==> src/rtl/pll_clock_divider.sv <==
// Integer clock divider behind the PLL/DCO: divided clock, period-start tick, CDC-qualified ratio.
// Latency: outputs registered; enable seen in IDLE gives div_clk=1/tick=1 after that same edge; ratio applies at a period boundary.
// No backpressure: free-running; ratio changes wait in a shadow register until the current period ends.
module pll_clock_divider #(
  parameter int WIDTH         = 3,
  parameter int DEFAULT_RATIO = 2
) (
  input  logic             clock,
  input  logic             reset,
  input  logic             enable,
  input  logic [WIDTH-1:0] ratio,
  output logic             div_clk,
  output logic             tick,
  output logic             pending,
  output logic [WIDTH-1:0] active_ratio
);

  localparam logic [WIDTH-1:0] DEF_RATIO = WIDTH'(DEFAULT_RATIO);
  localparam logic [WIDTH-1:0] MIN_RATIO = WIDTH'(2);

  typedef enum logic {IDLE, RUN} state_t;

  state_t           state_q, state_d;
  logic [WIDTH-1:0] count_q, count_d;
  logic             div_clk_q, div_clk_d;
  logic             tick_q, tick_d;
  logic             pending_q, pending_d;
  logic [WIDTH-1:0] active_q, active_d;
  logic [WIDTH-1:0] shadow_q, shadow_d;
  logic [WIDTH-1:0] r1_q, r2_q, r3_q;

  logic             cand_qual;
  logic [WIDTH-1:0] cand;
  logic             last_cyc;
  logic             apply;
  logic [WIDTH:0]   half_n;

  // Resynchronise the quasi-static ratio from the housekeeping domain.
  always_ff @(posedge clock) begin
    if (reset) begin
      r1_q <= DEF_RATIO;
      r2_q <= DEF_RATIO;
      r3_q <= DEF_RATIO;
    end else begin
      r1_q <= ratio;
      r2_q <= r1_q;
      r3_q <= r2_q;
    end
  end

  // Next-state: period counter, boundary ratio swap, registered div_clk/tick, shadow qualification.
  always_comb begin
    state_d   = state_q;
    count_d   = count_q;
    active_d  = active_q;
    apply     = 1'b0;
    div_clk_d = 1'b0;
    tick_d    = 1'b0;
    half_n    = '0;
    pending_d = pending_q;
    shadow_d  = shadow_q;

    // Only trust r3 once the stage ahead of it agrees; 0/1 are not legal ratios.
    cand_qual = (r2_q == r3_q);
    cand      = (r3_q < MIN_RATIO) ? MIN_RATIO : r3_q;
    last_cyc  = (count_q == (active_q - WIDTH'(1)));

    case (state_q)
      IDLE: begin
        count_d = '0;
        if (enable) begin
          state_d = RUN;
          apply   = pending_q;
        end
      end
      RUN: begin
        if (last_cyc) begin
          // Low phase is already done here, so leaving for IDLE cannot cut a high pulse.
          count_d = '0;
          apply   = pending_q;
          if (!enable) begin
            state_d = IDLE;
          end
        end else begin
          count_d = count_q + WIDTH'(1);
        end
      end
      default: begin
        state_d = IDLE;
        count_d = '0;
      end
    endcase

    if (apply) begin
      active_d = shadow_q;
    end

    // High for ceil(N/2) counts; outputs are computed for the cycle being entered.
    half_n = ({1'b0, active_d} + (WIDTH+1)'(1)) >> 1;
    if (state_d == RUN) begin
      div_clk_d = ({1'b0, count_d} < half_n);
      tick_d    = (count_d == '0);
    end

    // Compare against the ratio that will be in force, so a swap this cycle is not re-requested.
    if (apply) begin
      pending_d = 1'b0;
    end
    if (cand_qual) begin
      if (cand != active_d) begin
        pending_d = 1'b1;
        shadow_d  = cand;
      end else begin
        pending_d = 1'b0;
      end
    end
  end

  // State and output registers; reset abandons any partial period.
  always_ff @(posedge clock) begin
    if (reset) begin
      state_q   <= IDLE;
      count_q   <= '0;
      div_clk_q <= 1'b0;
      tick_q    <= 1'b0;
      pending_q <= 1'b0;
      active_q  <= DEF_RATIO;
      shadow_q  <= DEF_RATIO;
    end else begin
      state_q   <= state_d;
      count_q   <= count_d;
      div_clk_q <= div_clk_d;
      tick_q    <= tick_d;
      pending_q <= pending_d;
      active_q  <= active_d;
      shadow_q  <= shadow_d;
    end
  end

  assign div_clk      = div_clk_q;
  assign tick         = tick_q;
  assign pending      = pending_q;
  assign active_ratio = active_q;

endmodule

==> config.mk <==
export PLATFORM = sky130hd
export DESIGN_NAME = pll_clock_divider
export DESIGN_NICKNAME = d
export VERILOG_FILES = /design/src/rtl/pll_clock_divider.sv
export SDC_FILE = /design/constraint.sdc
export NUM_CORES = 1
export LEC_CHECK = 0
export CAP_MARGIN = 20
export CORE_MARGIN = 4
export CORE_UTILIZATION = 25
export CTS_CLUSTER_SIZE = 12
export DETAILED_ROUTE_END_ITERATION = 10
export DONT_BUFFER_PORTS = 1
export GPL_ROUTABILITY_DRIVEN = 0
export PLACE_DENSITY_LB_ADDON = 0.15
export SYNTH_ARGS = -nofsm -noshare
export SYNTH_HDL_FRONTEND = slang
export SYNTH_SLANG_ARGS = --single-unit
==> constraint.sdc <==
create_clock -name clock -period 3.3 [get_ports clock]
set_input_delay 0.495 -clock clock [delete_from_list [all_inputs] [get_ports clock]]
set_output_delay 0.495 -clock clock [all_outputs]
set_load 0.005 [all_outputs]
==> flow_summary_export.csv <==
group,metric,value,unit
detailed_routing,postRouteWirelength,2.01,mm
min_path,whs_endpoint,"r2_q[0]$_SDFF_PP0_",
job,max_cap_violations,0,
detailed_routing,m1WireLength,993,um
sta,tns,0,ns
floorplanning,dieWidth,72.7,um
sta,post-route-period-util,85.2,%
cts,ctsResizeCount,0,
setup_path,reg2reg_to,"div_clk$_SDFF_PP0_",
grt,grt_pass1_wl,3.36,mm
synth,synth_warnings,0,
layout,fin_util,29.1,%
layout,drive_above_1_share,12.4,%
grt,grt_max_degree,25,
setup_path,cp.required,3.49,ns
synth,ys_async_sr_fraction,0,%
power,switchingPower,118,uW
synth,yosysMostFrequentCell,"dfxtp_1",
sta,final-max-slew-violation-count,0,
grt,grt_pass1_vias,690,
synth,synth_seq_area_share,42.1,%
grt,track_usage,8.18,%
placed_design,hpwl,1.48,mm
floorplanning,dieArea,5290,sq um
layout,nets,117,
setup_path,cp-end-kind,"flip-flop",
layout,n_antenna_cell,0,
setup_path,regToRegSetupSlack,0.49,ns
setup_path,path_class,"flip-flop to flip-flop",
min_path,hold_class,"input port to flip-flop",
power,ir_worst_vdd,164,uV
outcome,status,"finished clean",
synth,synthesis.nets,114,
detailed_routing,dr.pass1.iters,4,
synth,synthCells,103,
synth,synthTopCellsByArea,"dfxtp_1 42%, xor2_1 6.7%, ha_1 6.0%",
grt,grt-ovfl-total,0,
floorplanning,core_area,4030,sq um
synth,synthTopCellsByCount,"22 x dfxtp_1, 9 x nor2b_1, 8 x xor2_1",
cts,path_clk_slew,0.09,ns
layout,nFillCells,438,
floorplanning,initial_core_util,26.0,%
min_path,hold_start,"reset",
cts,ctsHoldBuffers,0,
power,p_int,454,uW
cts,clock_latency,0.26,ns
sta,fmax,356,MHz
setup_path,crit_fanout,5,
detailed_routing,post_drt_wl_per_cell,13.0,um
setup_path,arrival,3.00,ns
detailed_routing,routed.top_layer,"met4",
cts,clock-root-buffer,"clkbuf_8",
sta,setup_viol,0,
synth,synth.top_cell.area_share,42.1,%
detailed_routing,first_iter_violations,19,
cts,numCtsBuffers,3,
synth,netlist_area,1050,sq um
cts,htree_levels,1,
synth,syn_area_per_cell,10.2,sq um
sta,rsz0062_at_grt,"false",
cts,clkSinkCount,22,
cts,cts_tree,"built",
sta,worst_pin_slew,0.410,ns
setup_path,crit_path_start_kind,"flip-flop",
detailed_routing,drc,0,
synth,synth_edf_count,0,
setup_path,rr_startpoint,"active_ratio[0]$_SDFF_PP0_",
detailed_routing,wl_met2,860,um
synth,synth_seq_cells,22,
detailed_routing,num_vias,699,
floorplanning,row_count,23,
synth,synth_cell_types,31,
power,sw_frac_of_total,20.7,%
synth,synth_top_area_cell,"dfxtp_1",
sta,fin_skew,0.00599,ns
sta,fin_crit,2.81,ns
sta,max_slew_margin,72.5,%
setup_path,r2r.worst_path.cells,11,
power,power_density,487,nW/um^2
layout,area_growth,12.1,%
detailed_routing,met3_length,134,um
power,combinationalPowerShare,6.4,%
power,pwr-share-seq,49.5,%
detailed_routing,post_drt_via_cell_ratio,4.51,
floorplanning,die_h,72.7,um
min_path,whs_path_depth,1,
cts,postCtsSetupBuffers,0,
floorplanning,io_pins,12,
cts,clk_path_buf_depth,2,
detailed_routing,ant_nets,0,
power,p_clk_share,44.2,%
power,p_leak,0.000445,uW
grt,antenna_found_initial,0,
placed_design,port-buffer-count,0,
sta,final_hold_viol_count,0,
synth,ys.flop_type,"dfxtp_1",
-- critical path, cell delays in order, from the launching register on --
cell     delay [ns]
dfxtp_1        0.40
inv_1          0.08
ha_1           0.30
xor2_1         0.22
a41o_1         0.34
and2_1         0.22
mux2i_2        0.41
xor2_1         0.20
ha_1           0.25
a21oi_1        0.12
nor2b_1        0.06
nor3b_1        0.15
-- state kept, by name, summed over array words and instances, names as in the netlist --
| signal | flops |
|---|---|
| count_q | 3 |
| pending | 1 |
| r3_q | 3 |
| r1_q | 3 |
| r2_q | 3 |
| div_clk | 1 |
| tick | 1 |
| shadow_q | 3 |
| active_ratio | 3 |
| state_q | 1 |
-- kinds of logic (layout without fill, tap and decap cells) --
group / after synthesis / in the layout / synth area share [%]
simple gates: 40 / 40 / 23.5
flops: 22 / 22 / 42.1
compound gates: 15 / 15 / 12.2
xor+xnor: 11 / 11 / 10.5
buf+inv: 7 / 9 / 2.51
fa+ha+maj: 5 / 5 / 5.97
mux: 3 / 3 / 3.23
-- worst max path at each step --
stage / startpoint / endpoint / cells past startpoint
floorplan: active_ratio[0]$_SDFF_PP0_ / div_clk$_SDFF_PP0_ / 11
global placement: active_ratio[0]$_SDFF_PP0_ / div_clk$_SDFF_PP0_ / 11
detailed placement: active_ratio[0]$_SDFF_PP0_ / div_clk$_SDFF_PP0_ / 11
CTS: active_ratio[0]$_SDFF_PP0_ / div_clk$_SDFF_PP0_ / 11
global route: active_ratio[1]$_SDFF_PP1_ / div_clk$_SDFF_PP0_ / 11
finish: active_ratio[0]$_SDFF_PP0_ / div_clk$_SDFF_PP0_ / 11
-- metal layers --
| metal | global-route usage (%) | up-vias |
|---|---|---|
| met1 | 11.5 | 323 |
| met2 | 11.4 | 13 |
| li1 | - | 361 |
| met3 | 2.89 | 2 |
| met5 | 0 | - |
| met4 | 3.07 | 0 |
-- power groups by stage --
stage / logic (uW) / registers (uW) / clock network (uW)
3_3_place_gp: 36.5 / 290 / 0
6_report: 36.5 / 283 / 253
3_5_place_dp: 37.1 / 290 / 0
4_1_cts: 37.2 / 284 / 259
5_1_grt: 42.1 / 285 / 272
2_1_floorplan: 33.9 / 287 / 0
-- stage by stage --
step	cells	hold WS (ns)	instance area, sq um	setup WS (ns)	total power, uW
detailed placement	151	0.397	1100	0.483	327
global route	155	0.275	1170	0.265	599
finish	155	0.297	1170	0.490	572
global placement	151	0.394	1100	0.568	326
CTS	155	0.287	1170	0.464	580
floorplan	103	0.389	1050	0.776	321
-- cell usage in the layout (no fill, tap or decap), types with 2 or more instances in the layout --
cell type and count:
xnor2_1 2, a21oi_1 5, nor2b_1 9, nand2_1 4, clkbuf_8 3, inv_1 5
nand4b_1 2, nor2_1 7, or2_2 4, nand2b_1 2, xor2_1 8, ha_1 5
nor3_1 4, dfxtp_1 22, nor3b_1 3, o21ai_0 3, mux2i_1 2
-- area by class of cell --
cell class / count / area, sq um / share of cell area (%)
multi-input cells: 74 / 581 / 49.5
clock inverters: 1 / 30.0 / 2.56
clock buffers: 3 / 41.3 / 3.52
well taps: 50 / 62.6 / 5.33
inverters: 5 / 18.8 / 1.60
flip-flops and latches: 22 / 440 / 37.5
No activity file was read; power rests on OpenSTA's default activity.
